==> config.mk <==
export PLATFORM = sky130hd
export DESIGN_NAME = nn_infer_scheduler
export DESIGN_NICKNAME = d
export VERILOG_FILES = /design/src/rtl/nn_infer_scheduler.sv
export SDC_FILE = /design/constraint.sdc
export NUM_CORES = 1
export LEC_CHECK = 0
export ABC_AREA = 1
export CELL_PAD_IN_SITES_DETAIL_PLACEMENT = 1
export CELL_PAD_IN_SITES_GLOBAL_PLACEMENT = 2
export CORE_MARGIN = 5
export CORE_UTILIZATION = 19
export DETAILED_ROUTE_END_ITERATION = 7
export PLACE_DENSITY_LB_ADDON = 0.12
export SLEW_MARGIN = 15
export SYNTH_ARGS = -nofsm -noshare
export SYNTH_HDL_FRONTEND = slang
export SYNTH_SLANG_ARGS = --single-unit
==> constraint.sdc <==
create_clock -name clk -period 2.2 [get_ports clk]
set_input_delay 0.44 -clock clk [delete_from_list [all_inputs] [get_ports clk]]
set_output_delay 0.44 -clock clk [all_outputs]
set_load 0.01 [all_outputs]
==> src/rtl/nn_infer_scheduler.sv <==
`default_nettype none
// ============================================================================
// Module   : nn_infer_scheduler
// Purpose  : Round-robin scheduler sharing one neural_net_2layer inference
//            engine among NUM_REQ requesters. One inference is outstanding at
//            a time: IDLE (arbitrate/accept) -> ISSUE -> WAIT -> RESP.
// Ports    : clk, rst_n          clock, synchronous active-low reset
//            req_valid/ready     per-requester input handshake
//            req_data            NUM_REQ x 4 x int8; requester i occupies
//                                [i*32 +: 32], element j at [j*8 +: 8]
//            resp_valid/ready    per-requester result handshake
//            resp_data           2 x int16, element j at [j*16 +: 16]
//            eng_in_*            to engine input_valid / input_data
//            eng_out_*           from engine output_valid / output_data
//            busy                state != IDLE
//            done_count          completed response handshakes (wraps)
//            timeout_err         sticky engine-timeout flag
// Options  : NN_SCHED_TIMEOUT_EN - bound WAIT to TIMEOUT_CYCLES cycles; when
//            undefined WAIT is unbounded and timeout_err is tied low.
// Revision : 1.0 - initial release
// ============================================================================
module nn_infer_scheduler #(
    parameter int NUM_REQ        = 4,
    parameter int TIMEOUT_CYCLES = 15
) (
    input  logic                  clk,
    input  logic                  rst_n,
    input  logic [NUM_REQ-1:0]    req_valid,
    input  logic [NUM_REQ*32-1:0] req_data,
    output logic [NUM_REQ-1:0]    req_ready,
    output logic [NUM_REQ-1:0]    resp_valid,
    input  logic [NUM_REQ-1:0]    resp_ready,
    output logic [31:0]           resp_data,
    output logic                  eng_in_valid,
    output logic [31:0]           eng_in_data,
    input  logic                  eng_out_valid,
    input  logic [31:0]           eng_out_data,
    output logic                  busy,
    output logic [15:0]           done_count,
    output logic                  timeout_err
);

    localparam int C_IDX_W = (NUM_REQ > 1) ? $clog2(NUM_REQ) : 1;

    // Elaboration-time parameter sanity checks.
    if (NUM_REQ < 2 || NUM_REQ > 8) begin : g_bad_num_req
        $error("nn_infer_scheduler: NUM_REQ must be in 2..8");
    end
    if (TIMEOUT_CYCLES < 1) begin : g_bad_timeout
        $error("nn_infer_scheduler: TIMEOUT_CYCLES must be >= 1");
    end

    typedef enum logic [1:0] {
        S_IDLE  = 2'd0,
        S_ISSUE = 2'd1,
        S_WAIT  = 2'd2,
        S_RESP  = 2'd3
    } state_t;

    state_t               r_state;
    state_t               w_state_nxt;
    logic [C_IDX_W-1:0]   r_rr_ptr;
    logic [C_IDX_W-1:0]   r_grant;
    logic [C_IDX_W-1:0]   w_arb_idx;
    logic [C_IDX_W-1:0]   w_probe;
    logic                 w_arb_found;
    logic [31:0]          w_arb_data;
    logic [31:0]          r_hold;
    logic [31:0]          r_result;
    logic [15:0]          r_done_count;
    logic                 w_accept;
    logic                 w_resp_hs;
    logic                 w_eng_hit;
    logic                 w_tmo_hit;

    // Rotating priority search: the first valid requester at or after rr_ptr.
    always_comb begin
        w_arb_found = 1'b0;
        w_arb_idx   = '0;
        w_probe     = '0;
        for (int k = 0; k < NUM_REQ; k++) begin
            w_probe = C_IDX_W'((int'(r_rr_ptr) + k) % NUM_REQ);
            if (!w_arb_found && req_valid[w_probe]) begin
                w_arb_found = 1'b1;
                w_arb_idx   = w_probe;
            end
        end
    end

    always_comb begin
        w_arb_data = '0;
        for (int i = 0; i < NUM_REQ; i++) begin
            if (w_arb_idx == C_IDX_W'(i)) begin
                w_arb_data = req_data[i*32 +: 32];
            end
        end
    end

    // Next state and handshake outputs.
    always_comb begin
        w_state_nxt  = r_state;
        req_ready    = '0;
        resp_valid   = '0;
        eng_in_valid = 1'b0;
        w_accept     = 1'b0;
        w_resp_hs    = 1'b0;
        w_eng_hit    = 1'b0;
        case (r_state)
            S_IDLE: begin
                // Gated by rst_n so nothing is offered while reset is held.
                if (rst_n && w_arb_found) begin
                    req_ready[w_arb_idx] = 1'b1;
                    w_accept             = 1'b1;
                    w_state_nxt          = S_ISSUE;
                end
            end
            S_ISSUE: begin
                eng_in_valid = 1'b1;
                w_state_nxt  = S_WAIT;
            end
            S_WAIT: begin
                if (eng_out_valid) begin
                    w_eng_hit   = 1'b1;
                    w_state_nxt = S_RESP;
                end else if (w_tmo_hit) begin
                    w_state_nxt = S_RESP;
                end
            end
            S_RESP: begin
                resp_valid[r_grant] = 1'b1;
                if (resp_ready[r_grant]) begin
                    w_resp_hs   = 1'b1;
                    w_state_nxt = S_IDLE;
                end
            end
            default: w_state_nxt = S_IDLE;
        endcase
    end

    always_ff @(posedge clk) begin
        if (!rst_n) begin
            r_state      <= S_IDLE;
            r_rr_ptr     <= '0;
            r_grant      <= '0;
            r_hold       <= '0;
            r_result     <= '0;
            r_done_count <= '0;
        end else begin
            r_state <= w_state_nxt;
            if (w_accept) begin
                r_hold  <= w_arb_data;
                r_grant <= w_arb_idx;
            end
            if (w_eng_hit) begin
                r_result <= eng_out_data;
            end else if (r_state == S_WAIT && w_tmo_hit) begin
                r_result <= '0;
            end
            if (w_resp_hs) begin
                r_done_count <= r_done_count + 16'd1;
                // The requester just served drops to lowest priority.
                r_rr_ptr <= (int'(r_grant) == NUM_REQ - 1) ? '0 : r_grant + 1'b1;
            end
        end
    end

`ifdef NN_SCHED_TIMEOUT_EN
    localparam int C_TMO_W = $clog2(TIMEOUT_CYCLES + 1);

    logic [C_TMO_W-1:0] r_wait_cnt;
    logic               r_timeout_err;
    logic               w_timeout;

    // r_wait_cnt counts completed WAIT cycles; the last allowed one is
    // TIMEOUT_CYCLES-1, so RESP starts exactly TIMEOUT_CYCLES after WAIT entry.
    assign w_tmo_hit = (r_wait_cnt == C_TMO_W'(TIMEOUT_CYCLES - 1));
    assign w_timeout = (r_state == S_WAIT) && !eng_out_valid && w_tmo_hit;

    always_ff @(posedge clk) begin
        if (!rst_n) begin
            r_wait_cnt    <= '0;
            r_timeout_err <= 1'b0;
        end else begin
            if (r_state == S_ISSUE) begin
                r_wait_cnt <= '0;
            end else if (r_state == S_WAIT && !w_tmo_hit) begin
                r_wait_cnt <= r_wait_cnt + 1'b1;
            end
            if (w_timeout) begin
                r_timeout_err <= 1'b1;
            end
        end
    end

    assign timeout_err = r_timeout_err;
`else
    assign w_tmo_hit   = 1'b0;
    assign timeout_err = 1'b0;
`endif

    assign busy        = (r_state != S_IDLE);
    assign done_count  = r_done_count;
    assign eng_in_data = r_hold;
    assign resp_data   = r_result;

endmodule
`default_nettype wire

==> metrics.txt <==
status complete, but fails checks; failing checks setup timing; Design Power 8140 uW; Hold Path Class reg -> reg; most common cell in the netlist nand3_1; RR Endpoint eng_in_data[27]$_SDFFE_PN0P_; commonest cells in the netlist 145 x nand3_1, 139 x nand2_1, 91 x nor2_1; vias in the first global route 5758; Remaining Overflow, GRT 0; 1st-pass router iterations 4; syn nets 915; peak fanout along the critical path 9; Clock transition at path regs 0.08 ns; IO buf count 260; slew of the pin with the lowest slew margin 0.718 ns; final period utilization 111%; skew final 0.0146 ns; CTS tree done; fmax 410 MHz; hold_ws 0.470 ns; flop-to-flop setup slack -0.08 ns; antenna cells 0; final instance area 0.00831 sq mm; r2r startpoint r_rr_ptr[0]$_SDFFE_PN0P_; WP buf/inv 4; Post-DP Area 0.00781 sq mm; Hold Crit Depth 2; post-synthesis cell area 0.00474 sq mm; Post-synth EDFFs 0; final hold vios 0; max incr delay on CP 0.37 ns; Gate Count Post-Synth 735; Max transition margin 52.2%; max-slew violation count 0; Yosys top cell area share 36.3%; wire length per cell 15.8 um; CTS H-tree lvls 3; cell taking the most area after synthesis dfxtp_1; antenna violations before repair 1; Seq/Total Area, Yosys 36.3%; worst skew pair latency 0.35 ns; Setup crit start kind flop; Vias 5726; worst path cell trace buf_12 > inv_8 > nand2_2 > nand3_2 > nand2_4 > nor2_4 > nand3_1 > nand3_2 > nand2_2 > buf_4 > nor2_2 > buf_2; Worst IR Drop VDD 0.480 mV; post-route setup slack -0.240 ns; Avg Inst Size Synth 6.45 sq um; crit-path leading delay family simple AND/OR/NAND/NOR gates; synth unique cells 30; Avg Vias per Cell 4.31; Clock Tree Buf Depth 2; flops & latches, synth 86; Power Dens Cells 980 mW/mm^2; Die Ht 168 um; ranking of synthesized cells by area dfxtp_1 36%, nand3_1 15%, nand2_1 11%; Starting DRT DRC Count 180; worst r2r path cells 14; Ports 262; hpwl dp 15900 um; Synthesis Warnings 0; Post-synth top flop dfxtp_1; Worst Path Arrival 2.00 ns; max capacitance violation total 0; slowest CP cell dfxtp_4; share of cells above drive strength 1 11.4%; Final Setup Violations 32; row cnt 57; drt total wl 21100 um; required time worst endpoint 1.76 ns; CTS Buf Count 9; worst hold start eng_in_data[28]$_SDFFE_PN0P_; core area 0.0245 sq mm; Layout Cells excl Fill 1330; critical path class reg -> out; P&R area growth vs syn 75.4%; Post-route DRC 0; Die ar. 0.0282 sq mm; Worst Hold Endpoint eng_in_data[28]$_SDFFE_PN0P_; post-route minimum period 2.44 ns; largest net degree at the start of global routing 65; RSZ-0062 raised after global routing yes; Die X 168 um; Final nets 1181; share of flip-flops with an asynchronous set or reset 0%; GRT Total Usage 14.4%; Root Buffer clkbuf_16; placed instance count 1310; clock sinks 86; gpl congestion 0.766; Routed Antenna Nets 0; leakage 0.00358 uW; Starting Density 19.4%; Post-CTS Hold Buffers 0; CP endpoint kind output port; first-pass GRT wire length 32700 um
-- how the worst max path moves through the flow --
stage	start	to	slack, ns	cells past startpoint
floorplan	req_valid[1]	req_ready[0]	0.04	11
global placement	req_valid[1]	req_ready[0]	-0.74	11
detailed placement	req_valid[0]	req_ready[3]	-0.78	12
CTS	r_rr_ptr[0]$_SDFFE_PN0P_	req_ready[1]	-0.27	14
global route	r_rr_ptr[0]$_SDFFE_PN0P_	req_ready[0]	-0.38	12
finish	r_rr_ptr[0]$_SDFFE_PN0P_	req_ready[3]	-0.24	12
-- state kept, by name, summed over array words and instances, names as in the netlist --
| name | cells |
|---|---|
| done_count | 16 |
| eng_in_data | 32 |
| r_grant | 2 |
| r_rr_ptr | 2 |
| r_state | 2 |
| resp_data | 32 |
-- through the flow --
| stage | util [%] | worst slack [ns] | TNS (ns) |
|---|---|---|---|
| after CTS | 33.7 | -0.275 | -4.80 |
| after global routing | 34.0 | -0.381 | -9.23 |
| after floorplan | - | 0.0428 | 0 |
| after global placement | 31.9 | -0.744 | -20.78 |
| after detailed placement | 31.9 | -0.778 | -21.87 |
| final | 34.0 | -0.240 | -2.28 |
-- layout make-up --
type | count | area, sq um
clock buffers | 9 | 225
clock inverters | 7 | 76.3
fillers | 3008 | 16100
inverters | 72 | 278
multi-input cells | 530 | 2620
flip-flops and latches | 86 | 1730
well taps | 324 | 405
repair buffers | 302 | 2980
-- cells in the final DEF (no fill, tap or decap), types with 4 or more instances in the layout --
cell type and instances:
clkbuf_16 9, inv_1 62, o21ai_0 57, ha_1 8
o21ai_1 17, nand3_2 7, buf_4 36, nand2_1 120
buf_2 4, nand2_4 5, nand2_2 16, nor2_1 90
inv_8 4, dlymetal6s2s_1 4, clkdlybuf4s50_1 250, nor3_1 4
inv_2 9, nand3_1 139, a21oi_1 48, dfxtp_1 82
-- per-layer routing --
metal  vias to the layer above  part of all wire [%]  track usage, %
met5                         -                 0.062               0
met4                         2                  0.75            2.54
met3                        14                   9.4            6.35
met2                       176                    46            23.3
met1                      2606                    44            18.0
li1                       2928                     -               -
-- logic make-up (layout without fill, tap and decap cells) --
logic type / after synthesis / in the layout / synth area share, %
AO/OA/AOI/OAI: 125 / 125 / 13.3
adder cells (fa/ha/maj): 9 / 9 / 2.38
XOR/XNOR: 1 / 1 / 0.185
AND/OR/NAND/NOR: 394 / 394 / 36.5
flip-flops: 86 / 86 / 36.3
other: 1 / 1 / 0.0791
buffers and inverters: 119 / 390 / 11.2
-- report_power, final --
group	total, uW	internal (uW)	switching (uW)	leakage, uW
Clock	1600	808	788	0.000148
Combinational	4260	2000	2260	0.00272
Sequential	2290	2020	267	0.000706
-- worst register-to-register path, delay by kind of cell, from the launching register on --
family | cells | cell delay [ns]
and+or+nand+nor | 10 | 1.00
buffers and inverters | 4 | 0.85
DFF | 1 | 0.37
-- what timing repair did --
item                       4_1_cts  5_1_grt
pin swaps                        8        5
buffers inserted                 3        1
gates cloned                     1        0
setup endpoints to repair       41       39
resized for setup               56       23
(Power assumes the default switching activity.)
